<file path="config.mk">
export PLATFORM = sky130hd
export DESIGN_NAME = mic_tdm_ctrl
export DESIGN_NICKNAME = d
export VERILOG_FILES = /design/src/rtl/tdm_pkg.sv /design/src/rtl/tdm_clk_div.sv /design/src/rtl/mic_tdm_ctrl.sv
export SDC_FILE = /design/constraint.sdc
export NUM_CORES = 1
export LEC_CHECK = 0
export CELL_PAD_IN_SITES_DETAIL_PLACEMENT = 2
export CELL_PAD_IN_SITES_GLOBAL_PLACEMENT = 2
export CORE_MARGIN = 3
export CORE_UTILIZATION = 35
export CTS_BUF_LIST = sky130_fd_sc_hd__clkbuf_8 sky130_fd_sc_hd__clkbuf_16
export DETAILED_ROUTE_END_ITERATION = 8
export GPL_TIMING_DRIVEN = 1
export HOLD_SLACK_MARGIN = 0.1
export MAX_ROUTING_LAYER = met4
export PLACE_DENSITY = 0.75
export SLEW_MARGIN = 20
export SYNTH_ARGS = -nofsm -noshare
export SYNTH_HDL_FRONTEND = slang
export SYNTH_HIERARCHICAL = 1
export SYNTH_SLANG_ARGS = --single-unit
</file>
<file path="constraint.sdc">
create_clock -name clk_in -period 2.96 [get_ports clk_in]
set_input_delay 0.444 -clock clk_in [delete_from_list [all_inputs] [get_ports clk_in]]
set_output_delay 0.444 -clock clk_in [all_outputs]
set_load 0.02 [all_outputs]
</file>
<file path="src/rtl/tdm_pkg.sv">
// Shared definitions for the TDM microphone clocking and receive blocks.
package tdm_pkg;

    // Controller operating states.
    typedef enum logic [1:0] {
        ST_IDLE     = 2'd0,
        ST_RUN      = 2'd1,
        ST_STOPPING = 2'd2
    } tdm_state_e;

    // Default number of serial-clock periods in one TDM slot.
    localparam int TDM_SLOT_BITS_DEFAULT = 32;

    // Width of a counter holding 0..v-1, never less than one bit.
    function automatic int clog2_min1(input int v);
        return (v > 1) ? $clog2(v) : 1;
    endfunction

endpackage

</file>
<file path="src/rtl/tdm_clk_div.sv">
// Half-period divider generating the TDM serial clock.
// rise_pulse/fall_pulse are strobes meaning "sck_out toggles at the next
// clk_in edge", so the parent can register its own outputs in step with it.
module tdm_clk_div
    import tdm_pkg::*;
#(
    parameter int CLK_DIV = 2
) (
    input  logic clk_in,
    input  logic rst_in,
    input  logic run_in,
    output logic sck_out,
    output logic rise_pulse,
    output logic fall_pulse
);

    localparam int DW = clog2_min1(CLK_DIV);

    logic [DW-1:0] cnt_q, cnt_d;
    logic          sck_q, sck_d;
    logic          tc;

    // Next-state of the half-period counter and the serial clock.
    always_comb begin
        // NOTE: every signal gets a default before any branch so no latch is inferred.
        cnt_d      = '0;
        sck_d      = 1'b0;
        tc         = run_in && (cnt_q == DW'(CLK_DIV - 1));
        rise_pulse = tc && !sck_q;
        fall_pulse = tc && sck_q;
        if (run_in) begin
            cnt_d = tc ? '0 : cnt_q + DW'(1);
            sck_d = tc ? ~sck_q : sck_q;
        end
    end

    // Divider state registers.
    always_ff @(posedge clk_in or posedge rst_in) begin
        // NOTE: non-blocking assignments so every flop samples pre-edge values.
        if (rst_in) begin
            cnt_q <= '0;
            sck_q <= 1'b0;
        end else begin
            cnt_q <= cnt_d;
            sck_q <= sck_d;
        end
    end

    assign sck_out = sck_q;

endmodule

</file>
<file path="src/rtl/mic_tdm_ctrl.sv">
// TDM microphone array controller: serial clock, frame sync, slot/bit
// position, warm-up tracking and a clean frame-aligned stop.
module mic_tdm_ctrl
    import tdm_pkg::*;
#(
    parameter int CLK_DIV       = 2,
    parameter int SLOTS         = 2,
    parameter int SLOT_BITS     = TDM_SLOT_BITS_DEFAULT,
    parameter int WARMUP_FRAMES = 4
) (
    input  logic                         clk_in,
    input  logic                         rst_in,
    input  logic                         enable_in,
    output logic                         sck_out,
    output logic                         ws_out,
    output logic                         sck_rise_out,
    output logic                         frame_start_out,
    output logic [clog2_min1(SLOTS)-1:0] slot_out,
    output logic [$clog2(SLOT_BITS)-1:0] bit_out,
    output logic                         warm_out,
    output logic                         busy_out
);

    localparam int                FRAME_BITS = SLOTS * SLOT_BITS;
    localparam int                CW         = clog2_min1(FRAME_BITS);
    localparam int                SW         = clog2_min1(SLOTS);
    localparam int                BW         = $clog2(SLOT_BITS);
    localparam logic [CW-1:0]     LAST       = CW'(FRAME_BITS - 1);
    localparam logic [7:0]        WARM_CNT   = 8'(WARMUP_FRAMES);

    tdm_state_e    state_q, state_d;
    logic [CW-1:0] fcnt_q, fcnt_d, fcnt_next;
    logic [7:0]    wcnt_q, wcnt_d;
    logic          seen_q, seen_d;
    logic          ws_q, ws_d;
    logic          rise_q, rise_d;
    logic          fs_q, fs_d;
    logic [SW-1:0] slot_q, slot_d;
    logic [BW-1:0] bit_q, bit_d;
    logic          warm_q, warm_d;
    logic          busy_q, busy_d;

    logic          div_sck, div_rise, div_fall;

    tdm_clk_div #(
        .CLK_DIV (CLK_DIV)
    ) u_clk_div (
        .clk_in     (clk_in),
        .rst_in     (rst_in),
        .run_in     (state_q != ST_IDLE),
        .sck_out    (div_sck),
        .rise_pulse (div_rise),
        .fall_pulse (div_fall)
    );

    // Next-state logic: FSM, frame bit counter, warm-up count, output values.
    always_comb begin
        state_d   = state_q;
        fcnt_d    = fcnt_q;
        wcnt_d    = wcnt_q;
        seen_d    = seen_q;
        fcnt_next = (fcnt_q == LAST) ? '0 : fcnt_q + CW'(1);

        case (state_q)
            ST_IDLE: begin
                fcnt_d = '0;
                if (enable_in) begin
                    // Preload so the first serial-clock period carries the frame sync.
                    state_d = ST_RUN;
                    fcnt_d  = LAST;
                end
            end
            ST_RUN: begin
                if (div_fall) fcnt_d = fcnt_next;
                if (!enable_in) state_d = ST_STOPPING;
            end
            ST_STOPPING: begin
                if (enable_in) state_d = ST_RUN;
                if (div_fall) begin
                    // Stop exactly where the next frame sync would begin.
                    if (!enable_in && fcnt_next == LAST) begin
                        state_d = ST_IDLE;
                        fcnt_d  = '0;
                    end else begin
                        fcnt_d = fcnt_next;
                    end
                end
            end
            default: state_d = ST_IDLE;
        endcase

        fs_d   = div_rise && ws_q;
        rise_d = div_rise;

        // The first frame after start is not counted towards warm-up.
        if (state_d == ST_IDLE) begin
            wcnt_d = '0;
            seen_d = 1'b0;
        end else if (fs_d) begin
            if (!seen_q)               seen_d = 1'b1;
            else if (wcnt_q != WARM_CNT) wcnt_d = wcnt_q + 8'd1;
        end

        busy_d = (state_d != ST_IDLE);
        ws_d   = busy_d && (fcnt_d == LAST);
        slot_d = SW'(32'(fcnt_d) / SLOT_BITS);
        bit_d  = BW'(32'(fcnt_d) % SLOT_BITS);
        warm_d = busy_d && (wcnt_d == WARM_CNT);
    end

    // FSM state, counters and registered outputs.
    always_ff @(posedge clk_in or posedge rst_in) begin
        if (rst_in) begin
            state_q <= ST_IDLE;
            fcnt_q  <= '0;
            wcnt_q  <= '0;
            seen_q  <= 1'b0;
            ws_q    <= 1'b0;
            rise_q  <= 1'b0;
            fs_q    <= 1'b0;
            slot_q  <= '0;
            bit_q   <= '0;
            warm_q  <= 1'b0;
            busy_q  <= 1'b0;
        end else begin
            state_q <= state_d;
            fcnt_q  <= fcnt_d;
            wcnt_q  <= wcnt_d;
            seen_q  <= seen_d;
            ws_q    <= ws_d;
            rise_q  <= rise_d;
            fs_q    <= fs_d;
            slot_q  <= slot_d;
            bit_q   <= bit_d;
            warm_q  <= warm_d;
            busy_q  <= busy_d;
        end
    end

    assign sck_out         = div_sck;
    assign ws_out          = ws_q;
    assign sck_rise_out    = rise_q;
    assign frame_start_out = fs_q;
    assign slot_out        = slot_q;
    assign bit_out         = bit_q;
    assign warm_out        = warm_q;
    assign busy_out        = busy_q;

endmodule

</file>
==> summary.md <==
| Metric | Value |
|---|---|
| Start of the worst register-to-register path | state_q[0] |
| Post-synthesis sequential area ratio | 39.31% |
| Total power | 0.001157 W |
| Final instance count without filler cells | 224 |
| Synthesized Nets | 170 |
| Primary FF master, synth | dfrtp_1 |
| Final wirelength | 4212 µm |
| Number of nets at the end of the flow | 182 |
| Final clock period utilization by the worst path | 87.49% |
| Overall die area | 0.005193 mm² |
| Cell with the most instances after synthesis | dfrtp_1 |
| Ys async rst share | 100.0% |
| Logic gate share of total power | 34.3% |
| Data arrival, critical path | 2.75 ns |
| Most numerous cell types in the synthesized netlist | dfrtp_1, inv_1, nor2_1, nor3_1, a21oi_1 |
| Mapped Cells | 163 |
| Fin crit period | 2.590 ns |
| Via count | 1289 |
| Maximum VDD drop | 358.1 µV |
| Number of buffers added to fix hold violations after cts | 0 |
| Avg Cell Area, Syn | 9.372 µm² |
| Worst slew margin relative to its limit | 38.81% |
| Crit path capture type | flop |
| Post-route clock skew | 0.001642 ns |
| Final-report setup violation count | 0 |
| Max-slew violation count | 0 |
| Number of warnings issued by yosys | 6 |
| Power share of the sequential group | 39.9% |
| Total global routing track utilization | 18.39% |
| Min-delay worst type | input port to async pin |
| Post-Route Utilization | 42.69% |
| Cell count after placement | 220 |
| Fraction of power consumed by the clock network | 25.8% |
| Static leakage power | 0.7244 nW |
| Max-cap violation count | 0 |
| Post-placement setup slack | 0.3675 ns |
| Critical path data required time | 3.12 ns |
| Dpl hpwl | 3151 µm |
| Cell internal pwr | 0.0007269 W |
| RSZ-0062 raised after global routing | false |
| Final hold violations | 0 |
| Fraction of power spent switching nets | 37.17% |
| First-pass DRT Iterations | 4 |
| First-pass GRT wire length | 7376 µm |
| Post-synth design cell area | 0.001528 mm² |
| Run status | finished, final reports clean |
| Synthesis-stage register bit count | 24 |
| Number of enable flip-flop cells after synthesis | 0 |
| Total I/O pin count | 15 |
| Site row count | 23 |
| Largest net degree at the start of global routing | 23 |
| Leading cell types by total area after synthesis | dfrtp_1, xnor2_1, ha_1 |
| Worst slew pin tran | 0.9169 ns |
| Switching pwr | 0.0004301 W |
| Final setup TNS | 0 ns |
| Cell type contributing the most total cell area after synthesis | dfrtp_1 |
| Top fanout value on the critical path | 9 |
| Vias in the first global route | 1424 |
| Height of the die | 72.07 µm |
| Placer's final routability congestion estimate | 0.8015 |
| Ratio of total power to cell area | 658.6 mW/mm² |
| Cell variety after synth | 53 |
| Maximum clock path buffer count | 2 |
| Via count normalized by instance count | 5.754 |
| Clock transition at the registers of the reported paths | 0.09 ns |
| Origin of the worst setup path | state_q[0] |
| Final antenna-violating net count | 0 |
| Post-route DRC violation count | 0 |
| Clock sinks | 24 |
| Floorplan die width | 72.07 µm |
| Buffers on Ports | 14 |
| P&R area growth vs syn | 14.99% |
| Clock root cell | clkbuf_8 |
| Number of antenna violations at the first check in global routing | 0 |
| Critical path start-end classification | flop to flop |
| Achievable frequency | 0.3861 GHz |
| Floorplan Core Area | 0.004115 mm² |
| Clock insertion delay at the later pin of the skew report | 0.27 ns |
| Antenna diodes | 0 |
| GRT overflow | 0 |
| Final setup margin | 0.3701 ns |
| Number of levels the H-tree was split into | 1 |
| Average wire per cell in the routed design | 18.80 µm |
| Area share of the leading cell type in the synthesized netlist | 39.31% |
| CTS tree | built |
| Type of element launching the critical path | flop |
| Number of buffers created by CTS | 3 |
| Initial Utilization | 37.12% |
| Share of post-route cells with drive strength above 1 | 10.34% |
| Count of routing violations after the opening detailed-route iteration | 62 |
flip-flops by register name, indices dropped and copies added (netlist names):
register / cells
ws_out: 1
sck_rise_out: 1
warm_out: 1
frame_start_out: 1
wcnt_q: 8
state_q: 2
u_clk_div/cnt_q: 1
busy_out: 1
bit_out: 4
u_clk_div/sck_out: 1
fcnt_q: 2
seen_q: 1
layer usage:
metal | share of wire, % | vias up | global-route usage [%]
met5 | 0 | - | -
met4 | 1.0 | 0 | 4.593
met3 | 2.4 | 6 | 3.186
met2 | 44 | 21 | 27.40
met1 | 52 | 651 | 25.91
li1 | - | 611 | -
power by group through the flow:
| stage | clock [W] | combinational, W | sequential (W) |
|---|---|---|---|
| after global routing | 0.000326 | 0.000436 | 0.000473 |
| after CTS | 0.000307 | 0.000400 | 0.000460 |
| after floorplan | 0 | 0.000237 | 0.000470 |
| after global placement | 0 | 0.000386 | 0.000461 |
| final | 0.000299 | 0.000396 | 0.000462 |
| after detailed placement | 0 | 0.000396 | 0.000466 |
per-stage QoR:
step                hold slack (ns)  cell area [µm²]
floorplan                    0.1852             1528
global placement             0.4767             1684
detailed placement           0.5057             1684
CTS                          0.3383             1755
global route                 0.3454             1757
finish                       0.3422             1757
cell type report:
type                    instances  area (µm²)
fillers                       445        2359
multi-input cells             117       820.8
flip-flops and latches         24       601.8
repair buffers                 15       147.6
well taps                      50       62.56
inverters                      14       52.55
clock buffers                   3       41.29
clock inverters                 1       30.03
cell usage in the layout (no fill, tap or decap), drive strengths merged, types with 2 or more instances in the layout:
| cell type | instances |
|---|---|
| a41oi | 2 |
| xnor2 | 7 |
| clkdlybuf4s50 | 14 |
| clkbuf | 3 |
| and4 | 2 |
| a21oi | 9 |
| a211oi | 2 |
| and2 | 4 |
| nor3 | 10 |
| o21ai | 5 |
| nand4 | 6 |
| o31ai | 3 |
| mux2i | 2 |
| xor2 | 4 |
| nor2 | 12 |
| a21boi | 2 |
| ha | 4 |
| inv | 14 |
| or4 | 2 |
| and3 | 3 |
| a31oi | 2 |
| dfrtp | 24 |
| nand3 | 8 |
| nand2 | 8 |
| o21bai | 2 |
| a41o | 2 |
| a31o | 2 |
| a221oi | 2 |
worst paths after layout:
path                                    to  slack (ns)  cells past startpoint
setup / recovery                  warm_out        0.37                      9
hold / removal             u_clk_div/cnt_q        0.34                      2
setup reg to reg                  warm_out        0.37                      9
hold reg to reg                     seen_q        0.52                      2
max in group asynchronous       state_q[1]        1.64                      2
min in group clk_in                 seen_q        0.52                      2
kinds of logic after synthesis:
group / synth area share (%)
simple gates: 23.34
compound gates: 19.00
flops: 39.31
buf+inv: 6.961
xor+xnor: 6.798
fa+ha+maj: 3.276
mux: 1.310
what timing repair did:
item / in CTS / in global routing
resized for setup: 0 / 1
setup endpoints to repair: 0 / 1
buffers inserted: 0 / 0
worst max-delay path: stages (launching register included):
cell       delay, ns
dfrtp_1         0.56
nor2_1          0.19
inv_1           0.13
nand2_1         0.06
nor2_1          0.16
and3_1          0.41
and4_4          0.31
mux2i_1         0.19
nand3_1         0.11
a2111oi_2       0.37
No activity file was read; power rests on OpenSTA's default activity.
==> variant 1 (same flow settings) <==
Put a register stage on the output `sck_out`, with the module's reset. The value now appears one clock later. The other outputs are not delayed to match.
--- a/src/rtl/mic_tdm_ctrl.sv
+++ b/src/rtl/mic_tdm_ctrl.sv
@@ -28,4 +28,6 @@
     localparam logic [CW-1:0]     LAST       = CW'(FRAME_BITS - 1);
     localparam logic [7:0]        WARM_CNT   = 8'(WARMUP_FRAMES);
+
+    logic sck_c;
 
     tdm_state_e    state_q, state_d;
@@ -138,5 +140,5 @@
     end
 
-    assign sck_out         = div_sck;
+    assign sck_c           = div_sck;
     assign ws_out          = ws_q;
     assign sck_rise_out    = rise_q;
@@ -147,4 +149,12 @@
     assign busy_out        = busy_q;
 
+    always_ff @(posedge clk_in or posedge rst_in) begin
+        if (rst_in) begin
+            sck_out <= '0;
+        end else begin
+            sck_out <= sck_c;
+        end
+    end
+
 endmodule
 
Check against the original RTL: not equivalent (Yosys sat finds a counterexample within 4 cycles, from zero or initial values and one cycle with rst_in high).
==> variant 1 against the original RTL <==
  * Power down 6.0%
  * Final area about the same
  * Synthesized area up 1.6%
  * Sequential cell count is 1 higher
  * Routed wire length is 4.2% higher
  * Setup slack worse by 0.013 ns
  * Synthesized cell count is 0.61% higher
  * Clock power fell by 31%
  * First-iteration DRC count fell by 53%
  * Largest cell class unchanged
  * Sequential share of layout area up 1.4 points
  * Die area rose by 1.5%
==> variant 1: results <==
[clock_network]
cts_max_level = 1
post_cts_resized = 0
clk_latency_ns = 0.27
clk_pin_slew_ns = 0.09
clk_root_buffer_cell = "clkbuf_8"
cts_buffer_depth = 2
cts_setup_buffers = 0
cts_buffers = 3

[grt]
grt_pass1_wl_um = 7530
grt_max_degree = 24
grt_pass1_vias = 1521
antenna_found_initial = 0
grtUsageTotal_pct = 19.0

[cells_and_area]
n_fill_cell = 474
drive_above_1_share_pct = 9.71
multiInputGateArea_um2 = 821
antennaDiodeCount = 0
top_register = "wcnt_q"
num-nets-final = 183
largest_register_ffs = 8

[timing]
slew_headroom_pct = 39.3
clock_skew_ns = 0.00534
final_max_slew_viol_count = 0

[placement]
routabilityCongestion = 0.798
pre_cts_ws_ns = 0.380
portBuffers = 14
dp_cells = 221
dpl_cell_area_um2 = 1710
dp_hpwl_um = 3380

[pwr]
ir_worst_vdd_mv = 0.313
power.internal_mw = 0.657
leakage_nw = 0.728

[synth]
synthDistinctLibCells = 53
yosys_warnings = 6
syn_inst = 164
ys_async_sr_fraction_pct = 100
synth_area_leaders = "dfrtp_1, xnor2_1, ha_1, nor3_1, inv_1"
ys_top_cells_by_count = "dfrtp_1, inv_1, nor2_1"
synth_ff_type = "dfrtp_1"
synth_fp_nets = 171
synth_edf_count = 0
ys_seq_area_share_pct = 40.3

[status]
outcome = "complete, no violations"

[drt]
drtAntennaViolNets = 0
via_count = 1329
vias_per_cell = 5.91
first_iter_violations = 29
wire_per_inst_um = 19.5
firstDrtPassIters = 4

[critical_path]
critPathMaxStageDelay_ns = 0.58
cp.arrival_ns = 2.78
cpMaxStageDelayCell = "dfrtp_1"
path_max_fanout = 13

[hold_path]
hp-class = "in2async"

[run]
drv_cap = 0
## variant 1: per-layer routing
layer / GRT usage [%] / up-vias / routed length (µm)
met2: 33.7 / 11 / 2350
met1: 21.7 / 691 / 1900
li1: - / 620 / -
met5: - / - / 0
met4: 7.38 / 0 / 77
met3: 2.20 / 7 / 53
## variant 1: final cells by class
cell class                      count  area share [%]
Sequential cell                    25            35.6
Tap cell                           50            3.56
Clock buffer                        3            2.35
Timing Repair Buffer               15            8.41
Inverter                           14            2.99
Clock inverter                      1           0.285
Multi-Input combinational cell    117            46.8
## variant 1: kinds of logic after synthesis
group                      count (synthesis)  synth area share [%]
buffers and inverters                     22                  6.85
AOI/OAI and AO/OA                         38                  18.7
adders and majority gates                  4                  3.22
muxes                                      2                  1.29
and+or+nand+nor                           62                  23.0
DFF                                       25                  40.3
xor gates and xnor gates                  11                  6.69
## variant 1: critical path, delay by kind of cell (launching register included)
family                 cells  cell delay (ns)
flip-flops                 1             0.58
AO/OA/AOI/OAI              2             0.28
AND/OR/NAND/NOR            4             1.31
buffers and inverters      2             0.33
## variant 1: power by group through the flow
| stage | Clock, mW | Sequential [mW] | Combinational [mW] |
|---|---|---|---|
| 3_5_place_dp | 0 | 0.488 | 0.399 |
| 6_report | 0.205 | 0.483 | 0.399 |
| 3_3_place_gp | 0 | 0.481 | 0.381 |
| 5_1_grt | 0.233 | 0.495 | 0.434 |
| 2_1_floorplan | 0 | 0.489 | 0.238 |
| 4_1_cts | 0.218 | 0.482 | 0.402 |
## variant 1: final timing paths
path | start | end | slack, ns | cells after the start
worst min-delay path | rst_in | u_clk_div/cnt_q | 0.34 | 2
min in group clk_in | u_clk_div/sck_out | sck_out | 0.46 | 0
max in group asynchronous | rst_in | bit_out[2] | 1.71 | 2
worst min register to register | u_clk_div/sck_out | sck_out | 0.46 | 0
worst max register to register | state_q[1] | ws_out | 0.36 | 8
worst max-delay path | state_q[1] | ws_out | 0.36 | 8
==> variant 2 (same settings) <==
Made on the original files. `CLK_DIV` is set to 2 in 2 places; all go to 1.
--- a/src/rtl/tdm_clk_div.sv
+++ b/src/rtl/tdm_clk_div.sv
@@ -5,5 +5,5 @@
     import tdm_pkg::*;
 #(
-    parameter int CLK_DIV = 2
+    parameter int CLK_DIV = 1
 ) (
     input  logic clk_in,
--- a/src/rtl/mic_tdm_ctrl.sv
+++ b/src/rtl/mic_tdm_ctrl.sv
@@ -4,5 +4,5 @@
     import tdm_pkg::*;
 #(
-    parameter int CLK_DIV       = 2,
+    parameter int CLK_DIV       = 1,
     parameter int SLOTS         = 2,
     parameter int SLOT_BITS     = TDM_SLOT_BITS_DEFAULT,
Formal check against the unedited RTL: not equivalent (Yosys sat finds a counterexample within 4 cycles, from zero or initial values and one cycle with rst_in high).
==> variant 2 against the original RTL <==
  * Via count increased by 0.62%
  * Combinational power fell by 6.8%
  * Synthesized area decreased by 0.16%
  * Power down 4.0%
  * Sequential cell count unchanged
  * Routed wire length grew 0.64%
  * Setup slack better by 0.019 ns
  * Critical endpoint unchanged
  * Final area shrank 0.14%
==> variant 2: results <==
[status]
outcome = "complete, no violations"

[cells_and_area]
multiInputGateArea_um2 = 820
num-nets-final = 181
drive_above_1_share_pct = 9.83
n_fill_cell = 457
ff_latch_area_um2 = 601
buffer_area_share_pct = 8.42
num-multi-input-gates = 116
clkCellAreaFrac_pct = 4.07
nClkBuffers = 3

[drt]
vias_per_cell = 5.82
wire_per_inst_um = 19.0
first_iter_violations = 72
via_count = 1297

[synth]
ys_async_sr_fraction_pct = 100
syn_inst = 162
ys_seq_area_share_pct = 39.4
synth_fp_nets = 169
synth_area_leaders = "dfrtp_1, xnor2_1, ha_1, nor3_1, inv_1"
yosys_warnings = 6
ys_top_cells_by_count = "dfrtp_1, inv_1, nor2_1"

[grt]
grt_pass1_vias = 1448
grtUsageTotal_pct = 18.6
grt_pass1_wl_um = 7430

[pwr]
ir_worst_vdd_mv = 0.290
leakage_nw = 0.718
power_density_nw_per_um2 = 633

[placement]
routabilityCongestion = 0.823
dp_cells = 219
dpl_cell_area_um2 = 1680
dp_hpwl_um = 3190
pre_cts_ws_ns = 0.321

[critical_path]
rr_startpoint = "state_q[1]"
cp.arrival_ns = 2.74
path_max_fanout = 11
rr_worst_depth = 8
critPathMaxStageDelay_ns = 0.57

[timing]
worst_slew_pin_slew_ns = 0.859
period_minus_slack_ns = 2.57
clock_skew_ns = 0.00201

[clock_network]
clock_sinks = 24
-- variant 2: changes by cell type after synthesis, sizes merged --
cell   before  now
and3b       0    1
conb        0    1
xor2        4    3
and3        3    2
nor3b       1    2
xnor2       7    8
nand2       8    7
nor2       12   11
and2b       1    0
-- variant 2: worst min path at each step --
stage,startpoint,to,slack (ns),cells after the start
final,rst_in,u_clk_div/sck_out,0.35,2
after global routing,rst_in,u_clk_div/sck_out,0.35,2
after CTS,rst_in,u_clk_div/sck_out,0.35,2
after detailed placement,seen_q,seen_q,0.49,2
after global placement,seen_q,seen_q,0.48,2
after floorplan,rst_in,u_clk_div/cnt_q,0.19,1
-- variant 2: per-layer routing --
layer  wire [µm]  part of all wire (%)  vias to the layer above  track usage [%]
met5           0                     0                        -                -
met4          10                  0.24                        0             1.88
met3          82                   1.9                        2             2.63
met2        2040                    48                       18             29.7
met1        2100                    50                      670             26.2
li1            -                     -                      607                -
-- variant 2: where the power goes --
| group | switching (mW) | internal (mW) | total, mW |
|---|---|---|---|
| combinational | 0.207 | 0.161 | 0.369 |
| sequential | 0.0813 | 0.367 | 0.448 |
| clock | 0.113 | 0.181 | 0.294 |
| total | 0.401 | 0.709 | 1.11 |
-- variant 2: logic make-up (layout without fill, tap and decap cells) --
kind of cell,count (synthesis),count (layout),synth area share (%)
adder cells (fa/ha/maj),4,4,3.28
flip-flops,24,24,39.4
AND/OR/NAND/NOR,60,60,23.0
buffers and inverters,22,33,6.97
XOR/XNOR,11,11,6.81
other,1,1,0.246
multiplexers,2,2,1.31
AO/OA/AOI/OAI,38,38,19.0
-- variant 2: timing repair --
action / 4_1_cts / 5_1_grt
setup endpoints to repair: 0 / 1
resized for setup: 0 / 1
buffers inserted: 0 / 0
